`src/rtl/nh_lcd_pkg.sv`:
```
// Shared definitions for the NH LCD stream writer: command bytes, FSM state
// codes, pixel format encoding and the beats-per-pixel helper.
package nh_lcd_pkg;

  localparam logic [7:0] CMD_START_MEM_WRITE = 8'h2C;
  localparam logic [7:0] CMD_CASET           = 8'h2A;
  localparam logic [7:0] CMD_PASET           = 8'h2B;

  localparam logic [3:0] ST_IDLE      = 4'd0;
  localparam logic [3:0] ST_WAIT_TE   = 4'd1;
  localparam logic [3:0] ST_WIN_CMD   = 4'd2;
  localparam logic [3:0] ST_WIN_PARAM = 4'd3;
  localparam logic [3:0] ST_MEM_CMD   = 4'd4;
  localparam logic [3:0] ST_FETCH     = 4'd5;
  localparam logic [3:0] ST_BEAT      = 4'd6;
  localparam logic [3:0] ST_HOLD      = 4'd7;
  localparam logic [3:0] ST_DONE      = 4'd8;

  localparam logic FMT_RGB888 = 1'b0;
  localparam logic FMT_RGB565 = 1'b1;

  // Bus beats needed to move one pixel for a given bus width and format.
  function automatic logic [1:0] beats_per_pixel(input int bus_width, input logic fmt);
    if (fmt == FMT_RGB888)  return 2'd3;
    else if (bus_width == 16) return 2'd1;
    else                    return 2'd2;
  endfunction

endpackage

```
`src/rtl/nh_lcd_beat_mux.sv`:
```
// Maps a 24-bit pixel, beat index and format onto the LCD bus word.
module nh_lcd_beat_mux import nh_lcd_pkg::*; #(
  parameter int BUS_WIDTH = 8
) (
  input  logic [23:0]          pixel,
  input  logic [1:0]           beat,
  input  logic                 fmt,
  output logic [BUS_WIDTH-1:0] data
);

  logic [7:0]  comp;
  logic [15:0] w565;

  // RGB888 sends one colour component per beat, R first.
  always_comb begin
    case (beat)
      2'd0:    comp = pixel[23:16];
      2'd1:    comp = pixel[15:8];
      default: comp = pixel[7:0];
    endcase
  end

  assign w565 = {pixel[23:19], pixel[15:10], pixel[7:3]};

  generate
    if (BUS_WIDTH == 16) begin : g_w16
      assign data = (fmt == FMT_RGB565) ? w565 : {8'h00, comp};
    end else begin : g_w8
      assign data = (fmt == FMT_RGB565) ? ((beat == 2'd0) ? w565[15:8] : w565[7:0]) : comp;
    end
  endgenerate

endmodule

```
`src/rtl/nh_lcd_stream_writer.sv`:
```
// Pixel-stream to 8080-style LCD bus engine. Optional window setup
// (CASET/PASET before each frame) is compiled in with NH_LCD_WINDOW_EN.
module nh_lcd_stream_writer import nh_lcd_pkg::*; #(
  parameter int BUS_WIDTH = 8,
  parameter int CNT_WIDTH = 32,
  parameter int WR_HOLD   = 1
) (
  input  logic                 clk,
  input  logic                 rst,
  input  logic                 i_enable,
  input  logic [CNT_WIDTH-1:0] i_num_pixels,
  input  logic                 i_enable_tearing,
  input  logic                 i_rgb565,
  input  logic                 i_tearing_effect,
  input  logic                 i_pixel_rdy,
  input  logic [23:0]          i_pixel_data,
  output logic                 o_pixel_stb,
  input  logic [15:0]          i_col_start,
  input  logic [15:0]          i_col_end,
  input  logic [15:0]          i_page_start,
  input  logic [15:0]          i_page_end,
  output logic                 o_cmd_mode,
  output logic [BUS_WIDTH-1:0] o_data_out,
  output logic                 o_write,
  output logic                 o_read,
  output logic                 o_data_out_en,
  output logic                 o_busy,
  output logic                 o_frame_done,
  output logic [15:0]          o_underflow_cnt
);

  localparam int HW = $clog2(WR_HOLD + 2);

  logic [3:0]           state, ret_state;
  logic [CNT_WIDTH-1:0] num_lat, pix_cnt;
  logic                 fmt_lat;
  logic [23:0]          shadow;
  logic [1:0]           beat, nbeats;
  logic [HW-1:0]        hold_cnt;
  logic                 te_q, stalled, frame_end;
  logic [23:0]          mux_pix;
  logic [1:0]           mux_beat;
  logic [BUS_WIDTH-1:0] mux_data;
  logic [3:0]           first_state;
  logic [7:0]           first_byte;

  assign o_read        = 1'b0;
  assign o_data_out_en = 1'b1;
  assign nbeats        = beats_per_pixel(BUS_WIDTH, fmt_lat);
  assign frame_end     = (pix_cnt == num_lat);
  assign o_pixel_stb   = (state == ST_FETCH) && !frame_end && i_enable && i_pixel_rdy;

  // In FETCH the first beat comes straight from the input; later beats replay the shadow.
  assign mux_pix  = (state == ST_FETCH) ? i_pixel_data : shadow;
  assign mux_beat = (state == ST_FETCH) ? 2'd0 : beat + 2'd1;

  nh_lcd_beat_mux #(.BUS_WIDTH(BUS_WIDTH)) u_mux (
    .pixel (mux_pix),
    .beat  (mux_beat),
    .fmt   (fmt_lat),
    .data  (mux_data)
  );

`ifdef NH_LCD_WINDOW_EN
  logic [3:0] win_idx;
  logic [7:0] win_next_byte;

  assign first_state = ST_WIN_CMD;
  assign first_byte  = CMD_CASET;

  // Byte following the one at win_idx in the CASET/PASET sequence.
  always_comb begin
    case (win_idx)
      4'd0:    win_next_byte = i_col_start[15:8];
      4'd1:    win_next_byte = i_col_start[7:0];
      4'd2:    win_next_byte = i_col_end[15:8];
      4'd3:    win_next_byte = i_col_end[7:0];
      4'd4:    win_next_byte = CMD_PASET;
      4'd5:    win_next_byte = i_page_start[15:8];
      4'd6:    win_next_byte = i_page_start[7:0];
      4'd7:    win_next_byte = i_page_end[15:8];
      4'd8:    win_next_byte = i_page_end[7:0];
      default: win_next_byte = 8'h00;
    endcase
  end
`else
  logic unused_win;
  assign unused_win  = ^{i_col_start, i_col_end, i_page_start, i_page_end};
  assign first_state = ST_MEM_CMD;
  assign first_byte  = CMD_START_MEM_WRITE;
`endif

  // Frame sequencer: command, optional window, then per-pixel beat/hold pairs.
  always_ff @(posedge clk or negedge rst) begin
    if (!rst) begin
      state           <= ST_IDLE;
      ret_state       <= ST_IDLE;
      num_lat         <= '0;
      pix_cnt         <= '0;
      fmt_lat         <= FMT_RGB888;
      shadow          <= '0;
      beat            <= '0;
      hold_cnt        <= '0;
      te_q            <= 1'b0;
      stalled         <= 1'b0;
      o_write         <= 1'b0;
      o_cmd_mode      <= 1'b1;
      o_data_out      <= BUS_WIDTH'(CMD_START_MEM_WRITE);
      o_busy          <= 1'b0;
      o_frame_done    <= 1'b0;
      o_underflow_cnt <= '0;
`ifdef NH_LCD_WINDOW_EN
      win_idx         <= '0;
`endif
    end else begin
      o_frame_done <= 1'b0;
      te_q         <= i_tearing_effect;
      case (state)
        ST_IDLE: if (i_enable) begin
          num_lat <= i_num_pixels;
          fmt_lat <= i_rgb565;
          pix_cnt <= '0;
          stalled <= 1'b0;
          o_busy  <= 1'b1;
          if (i_enable_tearing) state <= ST_WAIT_TE;
          else begin
            state      <= first_state;
            o_write    <= 1'b1;
            o_cmd_mode <= 1'b0;
            o_data_out <= BUS_WIDTH'(first_byte);
`ifdef NH_LCD_WINDOW_EN
            win_idx    <= '0;
`endif
          end
        end
        ST_WAIT_TE: begin
          if (!i_enable) begin
            state  <= ST_IDLE;
            o_busy <= 1'b0;
          end else if (i_tearing_effect && !te_q) begin
            state      <= first_state;
            o_write    <= 1'b1;
            o_cmd_mode <= 1'b0;
            o_data_out <= BUS_WIDTH'(first_byte);
`ifdef NH_LCD_WINDOW_EN
            win_idx    <= '0;
`endif
          end
        end
        ST_WIN_CMD, ST_WIN_PARAM, ST_MEM_CMD, ST_BEAT: begin
          o_write   <= 1'b0;
          hold_cnt  <= HW'(WR_HOLD);
          ret_state <= state;
          state     <= ST_HOLD;
        end
        ST_HOLD: begin
          if (hold_cnt != '0) hold_cnt <= hold_cnt - 1'b1;
          else if (!i_enable) begin
            state  <= ST_IDLE;
            o_busy <= 1'b0;
          end else begin
            case (ret_state)
              ST_MEM_CMD: state <= ST_FETCH;
              ST_BEAT: begin
                if (beat == nbeats - 2'd1) begin
                  pix_cnt <= pix_cnt + CNT_WIDTH'(1);
                  state   <= ST_FETCH;
                end else begin
                  beat       <= beat + 2'd1;
                  state      <= ST_BEAT;
                  o_write    <= 1'b1;
                  o_data_out <= mux_data;
                end
              end
`ifdef NH_LCD_WINDOW_EN
              ST_WIN_CMD, ST_WIN_PARAM: begin
                o_write <= 1'b1;
                if (win_idx == 4'd9) begin
                  state      <= ST_MEM_CMD;
                  o_cmd_mode <= 1'b0;
                  o_data_out <= BUS_WIDTH'(CMD_START_MEM_WRITE);
                end else begin
                  win_idx    <= win_idx + 4'd1;
                  o_data_out <= BUS_WIDTH'(win_next_byte);
                  o_cmd_mode <= (win_idx != 4'd4);
                  state      <= (win_idx == 4'd4) ? ST_WIN_CMD : ST_WIN_PARAM;
                end
              end
`endif
              default: state <= ST_IDLE;
            endcase
          end
        end
        ST_FETCH: begin
          if (frame_end) state <= ST_DONE;
          else if (!i_enable) begin
            state  <= ST_IDLE;
            o_busy <= 1'b0;
          end else if (i_pixel_rdy) begin
            shadow     <= i_pixel_data;
            beat       <= 2'd0;
            stalled    <= 1'b0;
            state      <= ST_BEAT;
            o_write    <= 1'b1;
            o_cmd_mode <= 1'b1;
            o_data_out <= mux_data;
          end else if (!stalled) begin
            stalled <= 1'b1;
            if (o_underflow_cnt != 16'hFFFF) o_underflow_cnt <= o_underflow_cnt + 16'd1;
          end
        end
        ST_DONE: begin
          o_frame_done <= 1'b1;
          o_busy       <= 1'b0;
          state        <= ST_IDLE;
        end
        default: state <= ST_IDLE;
      endcase
    end
  end

endmodule

```
`config.mk`:
```
export PLATFORM = sky130hd
export DESIGN_NAME = nh_lcd_stream_writer
export DESIGN_NICKNAME = d
export VERILOG_FILES = /design/src/rtl/nh_lcd_pkg.sv /design/src/rtl/nh_lcd_beat_mux.sv /design/src/rtl/nh_lcd_stream_writer.sv
export SDC_FILE = /design/constraint.sdc
export NUM_CORES = 1
export LEC_CHECK = 0
export BUFFER_PORTS_ARGS = -buffer_cell sky130_fd_sc_hd__buf_2
export CORE_MARGIN = 3
export CORE_UTILIZATION = 54
export CTS_CLUSTER_SIZE = 40
export DETAILED_ROUTE_END_ITERATION = 8
export GPL_TIMING_DRIVEN = 0
export PLACE_DENSITY_LB_ADDON = 0.05
export RECOVER_POWER = 50
export SLEW_MARGIN = 20
export SYNTH_ARGS = -nofsm -noshare
export SYNTH_HDL_FRONTEND = slang
export SYNTH_SLANG_ARGS = --single-unit
```
`constraint.sdc`:
```
create_clock -name clk -period 2.64 [get_ports clk]
set_input_delay 0.132 -clock clk [delete_from_list [all_inputs] [get_ports clk]]
set_output_delay 0.132 -clock clk [all_outputs]
set_load 0.01 [all_outputs]
```
==> results.json, run 1 <==
{
  "antenna_found_initial": 0,
  "row_count": 40,
  "area_delta_synth_final_pct": 28.92,
  "drtIter0Drc": 434,
  "place_congestion": 0.9213,
  "synthCells": 710,
  "synth_cell_type_count": 60,
  "hold_violations": 0,
  "num_vias": 5797,
  "fin_nets": 1009,
  "drc": 0,
  "fillCellCount": 947,
  "worst_slack_ns": -0.003537,
  "drive_gt1_share_pct": 20.63,
  "io_pins": 158,
  "post-route-min-period_ns": 2.644,
  "grt_pass1_vias": 5946,
  "end_kind": "output port",
  "max_freq_mhz": 378.3,
  "core_area_mm2": 0.01216,
  "mostFrequentLayoutCells": "nand2_1, dfrtp_1, buf_2, dlygate4sd3_1, xnor2_1",
  "cts_tree": "done",
  "dieArea_mm2": 0.01400,
  "multiInputGateArea_mm2": 0.003362,
  "tightest_slew_ns": 1.587,
  "port_buffers": 91,
  "finalSetupTns_ns": -0.003537,
  "seq_area_frac_synth_pct": 48.18,
  "maxSlewHeadroom_pct": -5.830,
  "required_ns": 2.51,
  "path_class": "reg2out",
  "routed_wl_um": 17280,
  "cts_buffers": 17,
  "power_density_mw_per_mm2": 974.4,
  "avgViaCountPerCell": 5.469,
  "clk_latency_ns": 0.42,
  "antenna_cells": 0,
  "fin_util_pct": 72.23,
  "avgSynthCellArea_um2": 9.597,
  "syn_area_mm2": 0.006814,
  "clockRootBuffer": "clkbuf_16",
  "drt-pass1-iter-count": 5,
  "maxSlewViolCount": 67,
  "worstHoldPathType": "in2reg",
  "avgRoutedWirePerCell_um": 16.30,
  "status": "complete, but fails checks",
  "path_clk_slew_ns": 0.06,
  "syn_nets": 840,
  "grt_pass1_wl_um": 29350,
  "irDropWorstVdd_mv": 0.5856,
  "track_usage_pct": 25.95,
  "yosys_warnings": 0,
  "cts_sinks": 131,
  "antenna_left": 0,
  "start_util_pct": 56.03,
  "async_flop_share_pct": 100.0,
  "leakage_nw": 3.972,
  "fin_crit_sh_pct": 100.1,
  "synth-edff-count": 0,
  "placed_cell_area_mm2": 0.007517,
  "layout_commonest_cell": "nand2_1",
  "h-tree-depth": 4,
  "grt.overflow.total": 0,
  "synth_top_flop_cell": "dfrtp_1",
  "critPathMaxFanout": 10,
  "worstSetupStartpointType": "flop",
  "die_h_um": 118.3,
  "setup_violations": 1,
  "seqCellArea_mm2": 0.003283,
  "worstPathArrival_ns": 2.51,
  "finClkSkew_ns": 0.006630,
  "ys_seq_elements": 131,
  "cts_buffer_depth": 2,
  "rsz0062_at_grt": "true",
  "grt_max_degree": 67,
  "postLayoutCellArea_mm2": 0.008785,
  "dieWidth_um": 118.3,
  "dp_hpwl_um": 11740,
  "violations": "max-capacitance violations, max-slew violations, negative setup slack",
  "drv_cap": 1
}
## worst max-delay path, stage by stage, from the launching register on
cell	delay, ns
dfrtp_1	0.47
xnor2_2	0.23
nand4_1	0.19
nor4_4	0.39
nand2_1	0.20
nand4_1	0.18
buf_4	0.22
inv_1	0.06
buf_2	0.14
## routing by layer
layer	global-route usage, %	routed length, µm
met1	33.75	7440
met5	0	0
met4	9.377	457
met3	6.077	845
met2	42.55	8538
## final cells by class
cell class,instances,area share (%)
buffer,34,1.723
clock buffer,21,5.355
clock inverter,11,1.994
inverter,21,0.8973
multi-input combinational,521,38.27
sequential,131,37.37
tap,168,2.393
timing repair buffer,153,11.99
## state kept, by name, summed over array words and instances, names as in the netlist, 2 cells and up
| register | count |
|---|---|
| ret_state | 4 |
| num_lat | 32 |
| beat | 2 |
| o_data_out | 8 |
| pix_cnt | 32 |
| state | 4 |
| o_underflow_cnt | 16 |
| shadow | 24 |
| hold_cnt | 2 |
## final timing paths
path	startpoint	to	slack [ns]	depth (start not counted)
setup / recovery	pix_cnt[5]	o_pixel_stb	-0.004	8
setup reg to reg	state[0]	pix_cnt[26]	0.12	7
hold reg to reg	o_data_out[2]	o_data_out[2]	0.47	2
min in group asynchronous	rst	o_data_out[1]	0.67	2
max in group asynchronous	rst	pix_cnt[14]	0.37	3
hold / removal	i_pixel_rdy	stalled	0.02	2
## Yosys cell counts (4+ instances only)
master    number  area, µm²
a211oi_1       4      30.03
a21oi_1       28      140.1
and2_1         5      31.28
and3_1        12      75.07
buf_2          9      45.04
clkbuf_1      23      86.33
dfrtp_1      127       3178
dfstp_2        4      105.1
inv_1         20      75.07
mux2_2        34      382.9
mux2i_1       14      140.1
nand2_1      140      525.5
nand2b_1       7      43.79
nand3_1       29      145.1
nand4_1       25      156.4
nor2_1        47      176.4
nor2b_1        7      43.79
nor3_1         9      45.04
nor4_1         4      25.02
o211ai_1       5      37.54
o21ai_0       23      115.1
or3_1         14      87.58
xnor2_1       56      490.5
xor2_1         8      70.07
## timing repair
item	CTS	global route
resized for setup	6	5
setup buffers	1	1
gates cloned	0	0
endpoints found under the hold margin	119	0
hold buffers	59	0
pin swaps	1	4
setup endpoints to repair	23	38
## logic make-up after synthesis
family          after synthesis  synth area share (%)
mux                          53                 9.108
xor+xnor                     64                 8.226
flops                       131                 48.18
other cells                   2                0.1102
simple gates                310                 21.32
compound gates               89                 8.979
fa+ha+maj                     3                0.5509
buf+inv                      58                 3.525
## report_power, final
part | switching [mW] | internal, mW
Combinational | 1.61 | 1.32
Clock | 0.892 | 1.66
Sequential | 0.471 | 2.60
## metrics by stage
step                      worst slack, ns  power (mW)  hold slack [ns]  instances
final                           -0.003537       8.560          0.02192       1060
after global routing              -0.1241       9.073          0.02175       1060
after CTS                        0.001535       8.549         0.009731       1062
after detailed placement          -0.2704       5.846           0.1151        970
after global placement            -0.2536       5.740           0.2559        969
after floorplan                    0.4468       5.028          -0.1636        710
Note: power is estimated with default switching activity, not from simulation.
==> run 2, diff against run 1 <==
Clock period 2.64 ns to 2.9 ns, I/O delays scaled along.
==> run 2 against run 1 <==
Against the previous run:
- the run ends with max-capacitance violations, max-slew violations left
- critical path depth unchanged
- register-to-register slack gained 0.14 ns
- clock skew rose by 0.00074 ns
- combinational power down 10%
- sequential share of layout area up 0.064 points
- cell count grew 0.28%
- total power shrank 9.5%
- critical endpoint unchanged
- critical path type unchanged
- final area decreased by 0.17%
==> results.json, run 2 (synthesis gave the netlist of run 1 again) <==
{
  "status": "complete, but fails checks",
  "violations": "max-capacitance violations, max-slew violations",
  "path_clk_slew_ns": 0.06,
  "grt_pass1_vias": 5913,
  "num_vias": 5800,
  "reg2reg_depth": 8,
  "clk_latency_ns": 0.42,
  "reg2reg_slack_ns": 0.26,
  "row_count": 40,
  "h-tree-depth": 4,
  "max_stage_delay_ns": 0.43,
  "required_ns": 2.76,
  "antenna_left": 0,
  "power_density_mw_per_mm2": 883.0,
  "end_kind": "output port",
  "rsz0062_at_grt": "false",
  "postLayoutCellArea_mm2": 0.008770,
  "r2r-start": "pix_cnt[20]",
  "drive_gt1_share_pct": 19.91,
  "setup_violations": 0,
  "finalSetupTns_ns": 0,
  "place_congestion": 0.9213,
  "drv_cap": 1,
  "critical_path.top_delay_family": "simple AND/OR/NAND/NOR gates",
  "clockRootBuffer": "clkbuf_16",
  "worstPathArrival_ns": 2.55,
  "placed_cell_area_mm2": 0.007517,
  "fin_crit_sh_pct": 93.04,
  "hold-path-endpoint": "stalled",
  "fin_nets": 1011,
  "irDropWorstVdd_mv": 0.5332,
  "hold_violations": 0,
  "core_area_mm2": 0.01216,
  "final_cells": 1063,
  "r2r-end": "shadow[5]",
  "post-route-min-period_ns": 2.698,
  "combPwrFrac_pct": 34.0,
  "layout_commonest_cell": "nand2_1",
  "grt_pass1_wl_um": 29100,
  "max_freq_mhz": 370.6,
  "p_int_mw": 5.074,
  "dp_hpwl_um": 11740,
  "cts_buffer_depth": 2,
  "reg_top3": "num_lat (32), pix_cnt (32), shadow (24)",
  "mostFrequentLayoutCells": "nand2_1, dfrtp_1, buf_2, dlygate4sd3_1, xnor2_1",
  "tightest_slew_ns": 1.635,
  "crit_top_cell": "nand4_1",
  "placed_cells_incl_taps": 970,
  "drt-pass1-iter-count": 5,
  "grt_max_degree": 67,
  "start_util_pct": 56.03,
  "p_clk_share_pct": 30.0,
  "avgRoutedWirePerCell_um": 16.12,
  "track_usage_pct": 25.77,
  "path_cells": "xnor2_1 > nand4_1 > nor4_4 > nand2_1 > nand4_1 > clkbuf_4 > inv_1 > buf_2",
  "drc": 0,
  "die_h_um": 118.3,
  "leakage_nw": 3.963,
  "hold_depth": 2,
  "switching_share_pct": 34.47,
  "hp-start": "i_pixel_rdy",
  "routed_wl_um": 17140,
  "critPathMaxFanout": 10,
  "finClkSkew_ns": 0.007374,
  "drtIter0Drc": 466,
  "antenna_found_initial": 1,
  "critPathLaunch": "pix_cnt[20]",
  "port_buffers": 91,
  "path_class": "reg2out",
  "area_delta_synth_final_pct": 28.70,
  "dieWidth_um": 118.3,
  "dieArea_mm2": 0.01400,
  "io_pins": 158,
  "cts_tree": "done",
  "switchingPower_mw": 2.669,
  "power_frac_seq_pct": 36.0,
  "cts_buffers": 17,
  "fin_util_pct": 72.11,
  "maxSlewViolCount": 66,
  "avgViaCountPerCell": 5.456,
  "cts_sinks": 131,
  "worst-path-buf-inv": 3,
  "grt.overflow.total": 0,
  "worstHoldPathType": "in2reg",
  "worstSetupStartpointType": "flop",
  "maxSlewHeadroom_pct": -9.021,
  "finalPower_mw": 7.744,
  "cpMaxStageDelayCell": "dfrtp_1"
}
==> run 2: final cells by class <==
class / count / area, µm²
flip-flops and latches: 131 / 3283
clock inverters: 11 / 175.2
multi-input cells: 521 / 3321
inverters: 21 / 78.83
clock buffers: 21 / 470.5
fillers: 947 / 3392
diodes: 1 / 2.502
repair buffers: 152 / 1065
plain buffers: 37 / 163.9
well taps: 168 / 210.2
==> run 2: power by group through the flow <==
stage / logic (mW) / clock network, mW / registers [mW]
5_1_grt: 2.93 / 2.44 / 2.85
4_1_cts: 2.61 / 2.35 / 2.78
3_3_place_gp: 2.44 / 0 / 2.78
6_report: 2.63 / 2.32 / 2.79
2_1_floorplan: 1.86 / 0 / 2.71
3_5_place_dp: 2.51 / 0 / 2.81
==> run 2: worst max path at each step <==
stage	slack (ns)	cells after the start	end
floorplan	0.71	7	state[0]
global placement	-0.007	1	pix_cnt[11]
detailed placement	-0.01	7	shadow[12]
CTS	0.08	8	o_pixel_stb
global route	0.02	8	o_pixel_stb
finish	0.20	8	o_pixel_stb
==> run 2: layer usage <==
metal / vias up / GRT usage [%] / share of wire [%]
met5: - / 0 / 0
met4: 0 / 9.377 / 2.5
met3: 33 / 6.029 / 5.1
met2: 164 / 42.02 / 49
met1: 2802 / 33.69 / 43
li1: 2801 / - / -
==> run 2: per-stage QoR <==
step | worst slack [ns] | hold slack, ns
final | 0.2018 | 0.03551
after global routing | 0.02262 | 0.03475
after CTS | 0.08258 | 0.0003497
after detailed placement | -0.01043 | 0.1281
after global placement | -0.006642 | 0.2689
after floorplan | 0.7068 | -0.1506
==> run 2: worst register-to-register path: cells and delay by family (launching register included) <==
kind,cells,cell delay (ns)
simple gates,4,0.96
flops,1,0.43
buf+inv,2,0.45
xor+xnor,1,0.29
mux,1,0.38
==> run 2: timing repair <==
| action | in CTS | in global routing |
|---|---|---|
| hold endpoints to repair | 118 | 1 |
| buffers inserted | 1 | 0 |
| hold buffers | 58 | 1 |
| endpoints found under the setup margin | 20 | 5 |
| pin swaps | 1 | 0 |
| gates resized for setup | 2 | 3 |
==> run 3, diff against run 2 <==
Settings changed: CORE_UTILIZATION 54 to 55, SYNTH_HIERARCHICAL set to 1.
==> run 3 against run 2 <==
Against the previous run:
- the flow still finishes with violations (max-capacitance violations, max-slew violations)
- first-iteration DRC count is 35% higher
- register-to-register slack hardly changed
- utilization is 0.21 points lower
- count of clock-buffer cells in the layout is 3 higher
- hold slack better by 0.15 ns
- clock skew hardly changed
- sequential power hardly changed
==> results.json, run 3 <==
{
  "status": "complete, but fails checks",
  "violations": "max-capacitance violations, max-slew violations",
  "hold_violations": 0,
  "clk_latency_ns": 0.42,
  "layout_commonest_cell": "nand2_1",
  "post_cts_buffers": 0,
  "synth_cell_type_count": 63,
  "finalPower_mw": 7.640,
  "reg2reg_slack_ns": 0.25,
  "synth-edff-count": 0,
  "synth-xor-area-share_pct": 8.277,
  "p_int_mw": 4.857,
  "setup_violations": 0,
  "seq_area_frac_synth_pct": 47.01,
  "h-tree-depth": 4,
  "area_delta_synth_final_pct": 25.71,
  "critPathMaxFanout": 10,
  "irDropWorstVdd_mv": 0.5361,
  "cts_buffers": 17,
  "finClkSkew_ns": 0.007012,
  "synthAdderAreaFrac_pct": 0.5374,
  "hp-start": "i_pixel_rdy",
  "wl_met3_um": 791,
  "start_util_pct": 57.19,
  "grt.overflow.total": 0,
  "mostFrequentLayoutCells": "nand2_1, dfrtp_1, buf_2, dlygate4sd3_1, xor2_1",
  "yosys_warnings": 6,
  "hold-path-endpoint": "stalled",
  "drtIter0Drc": 630,
  "worstHoldPathType": "in2reg",
  "grt_pass1_vias": 5982,
  "synth_common_cells": "nand2_1, dfrtp_1, xor2_1, nor2_1, nand3_1",
  "avgViaCountPerCell": 5.375,
  "power_frac_seq_pct": 36.2,
  "antenna_cells": 0,
  "p_clk_share_pct": 25.5,
  "switching_share_pct": 36.43,
  "avgSynthCellArea_um2": 9.238,
  "dieWidth_um": 118.7,
  "synth-compound-area-share_pct": 7.990,
  "fin_util_pct": 71.90,
  "drive_gt1_share_pct": 17.80,
  "syn_area_mm2": 0.006984,
  "synthCells": 756,
  "fin_crit_sh_pct": 95.52,
  "reg2reg_depth": 8,
  "placed_cells_incl_taps": 1016,
  "drt-pass1-iter-count": 7,
  "synth_top_cells_by_area": "dfrtp_1, nand2_1, xor2_1",
  "row_count": 40,
  "die_h_um": 118.7,
  "grt_max_degree": 98,
  "dp_hpwl_um": 12150,
  "dp_slack_ns": -0.1836,
  "drt-met1-wl_um": 8385,
  "combPwrFrac_pct": 38.3,
  "drc": 0,
  "maxSlewViolCount": 36,
  "synth_top_flop_cell": "dfrtp_1",
  "r2r-start": "state[1]",
  "drv_cap": 1,
  "place_congestion": 0.9018,
  "worstSetupStartpointType": "flop",
  "r2r-end": "o_data_out[1]",
  "end_kind": "output port",
  "avgRoutedWirePerCell_um": 15.96,
  "path_class": "reg2out",
  "track_usage_pct": 25.98,
  "cts_buffer_depth": 2,
  "dieArea_mm2": 0.01409,
  "num_vias": 5945,
  "synthSimpleGateAreaFrac_pct": 24.56,
  "clockRootBuffer": "clkbuf_16",
  "max_freq_mhz": 361.0,
  "maxSlewHeadroom_pct": -23.56,
  "leakage_nw": 4.383,
  "syn_nets": 886,
  "reg_top3": "num_lat (32), pix_cnt (32), shadow (24)",
  "ys_seq_elements": 131,
  "hold_depth": 3,
  "antenna_left": 0,
  "muxShareOfSynthArea_pct": 7.542,
  "core_area_mm2": 0.01221,
  "worstPathArrival_ns": 2.63,
  "fin_nets": 1055,
  "critPathLaunch": "pix_cnt[13]",
  "cts_sinks": 131,
  "post-route-min-period_ns": 2.770,
  "top_layer_used": "met4",
  "synth_top_area_share_pct": 45.50,
  "synth_top_area_cell": "dfrtp_1",
  "async_flop_share_pct": 100.0,
  "required_ns": 2.76,
  "routed_wl_um": 17650,
  "antenna_found_initial": 0,
  "io_pins": 158,
  "final_cells": 1106,
  "route.met2.wl_um": 8213,
  "grt_pass1_wl_um": 29480,
  "cts_tree": "done",
  "power_density_mw_per_mm2": 870.2,
  "path_clk_slew_ns": 0.06,
  "synth_top_family_by_area": "simple AND/OR/NAND/NOR gates",
  "synth.most_common_cell": "nand2_1",
  "port_buffers": 91,
  "worst_slack_ns": 0.1300,
  "switchingPower_mw": 2.783,
  "tightest_slew_ns": 1.853,
  "rsz0062_at_grt": "false"
}
==> run 3: cell types whose count changed after synthesis, moves of 6 or more <==
cell,before,now
nand2_1,140,205
xor2_1,8,55
xnor2_1,56,11
mux2_2,34,9
mux2_4,2,23
a22oi_1,0,13
nand4_1,25,17
nor2_1,47,40
mux2i_1,14,8
nor4_1,4,10
==> run 3: cells by family (layout without fill, tap and decap cells) <==
family	after synthesis	count (layout)
AO/OA/AOI/OAI	87	87
XOR/XNOR	66	66
adder cells (fa/ha/maj)	3	3
buffers and inverters	56	238
flip-flops	131	131
multiplexers	40	40
other	2	2
AND/OR/NAND/NOR	371	371
==> run 3: critical path, cell delays in order, from the launching register on <==
cell     delay [ns]
dfrtp_1        0.44
xor2_1         0.16
nor4_1         0.37
nand4_1        0.19
or2_1          0.27
buf_6          0.14
and3_4         0.19
buf_6          0.15
buf_8          0.15
buf_2          0.14
==> run 3: per-layer routing <==
metal | global-route usage [%] | vias to the layer above
li1 | - | 2898
met1 | 36.33 | 2862
met2 | 39.79 | 165
met3 | 6.077 | 20
met4 | 9.124 | 0
met5 | 0 | -
==> run 3: per-stage QoR <==
step                      hold slack, ns  TNS, ns  instance area (µm²)
after global routing              0.1868        0                 8780
final                             0.1834        0                 8780
after detailed placement         0.02827  -0.4243                 7687
after CTS                         0.1626        0                 8823
after global placement            0.2806  -0.8116                 7650
after floorplan                  -0.1506        0                 6984
==> run 3: repair_timing <==
action                                 CTS  global route
hold buffers                            59             0
cloned                                   0             0
setup endpoints to repair                3             3
pin swaps                                0             2
endpoints found under the hold margin   99             0
gates resized for setup                  2             1
==> run 3: final cells by class <==
type	instances	area (µm²)
plain buffers	38	211.5
clock buffers	24	491.7
clock inverters	8	51.30
fillers	990	3432
inverters	17	63.81
multi-input cells	569	3430
flip-flops and latches	131	3283
well taps	168	210.2
repair buffers	151	1039
==> run 3: how the worst max path moves through the flow <==
stage	endpoint	slack, ns	cells past startpoint
finish	o_pixel_stb	0.13	9
floorplan	o_data_out[0]	0.30	10
global route	o_pixel_stb	0.002	9
CTS	o_pixel_stb	0.1	9
global placement	o_data_out[0]	-0.16	9
detailed placement	o_data_out[1]	-0.18	9
==> run 3: power by group through the flow <==
stage          Sequential (mW)  Clock, mW  Combinational, mW
6_report                  2.77       1.95               2.92
5_1_grt                   2.83       2.08               3.26
4_1_cts                   2.76       1.98               2.91
3_5_place_dp              2.78          0               2.84
3_3_place_gp              2.76          0               2.77
2_1_floorplan             2.72          0               2.07
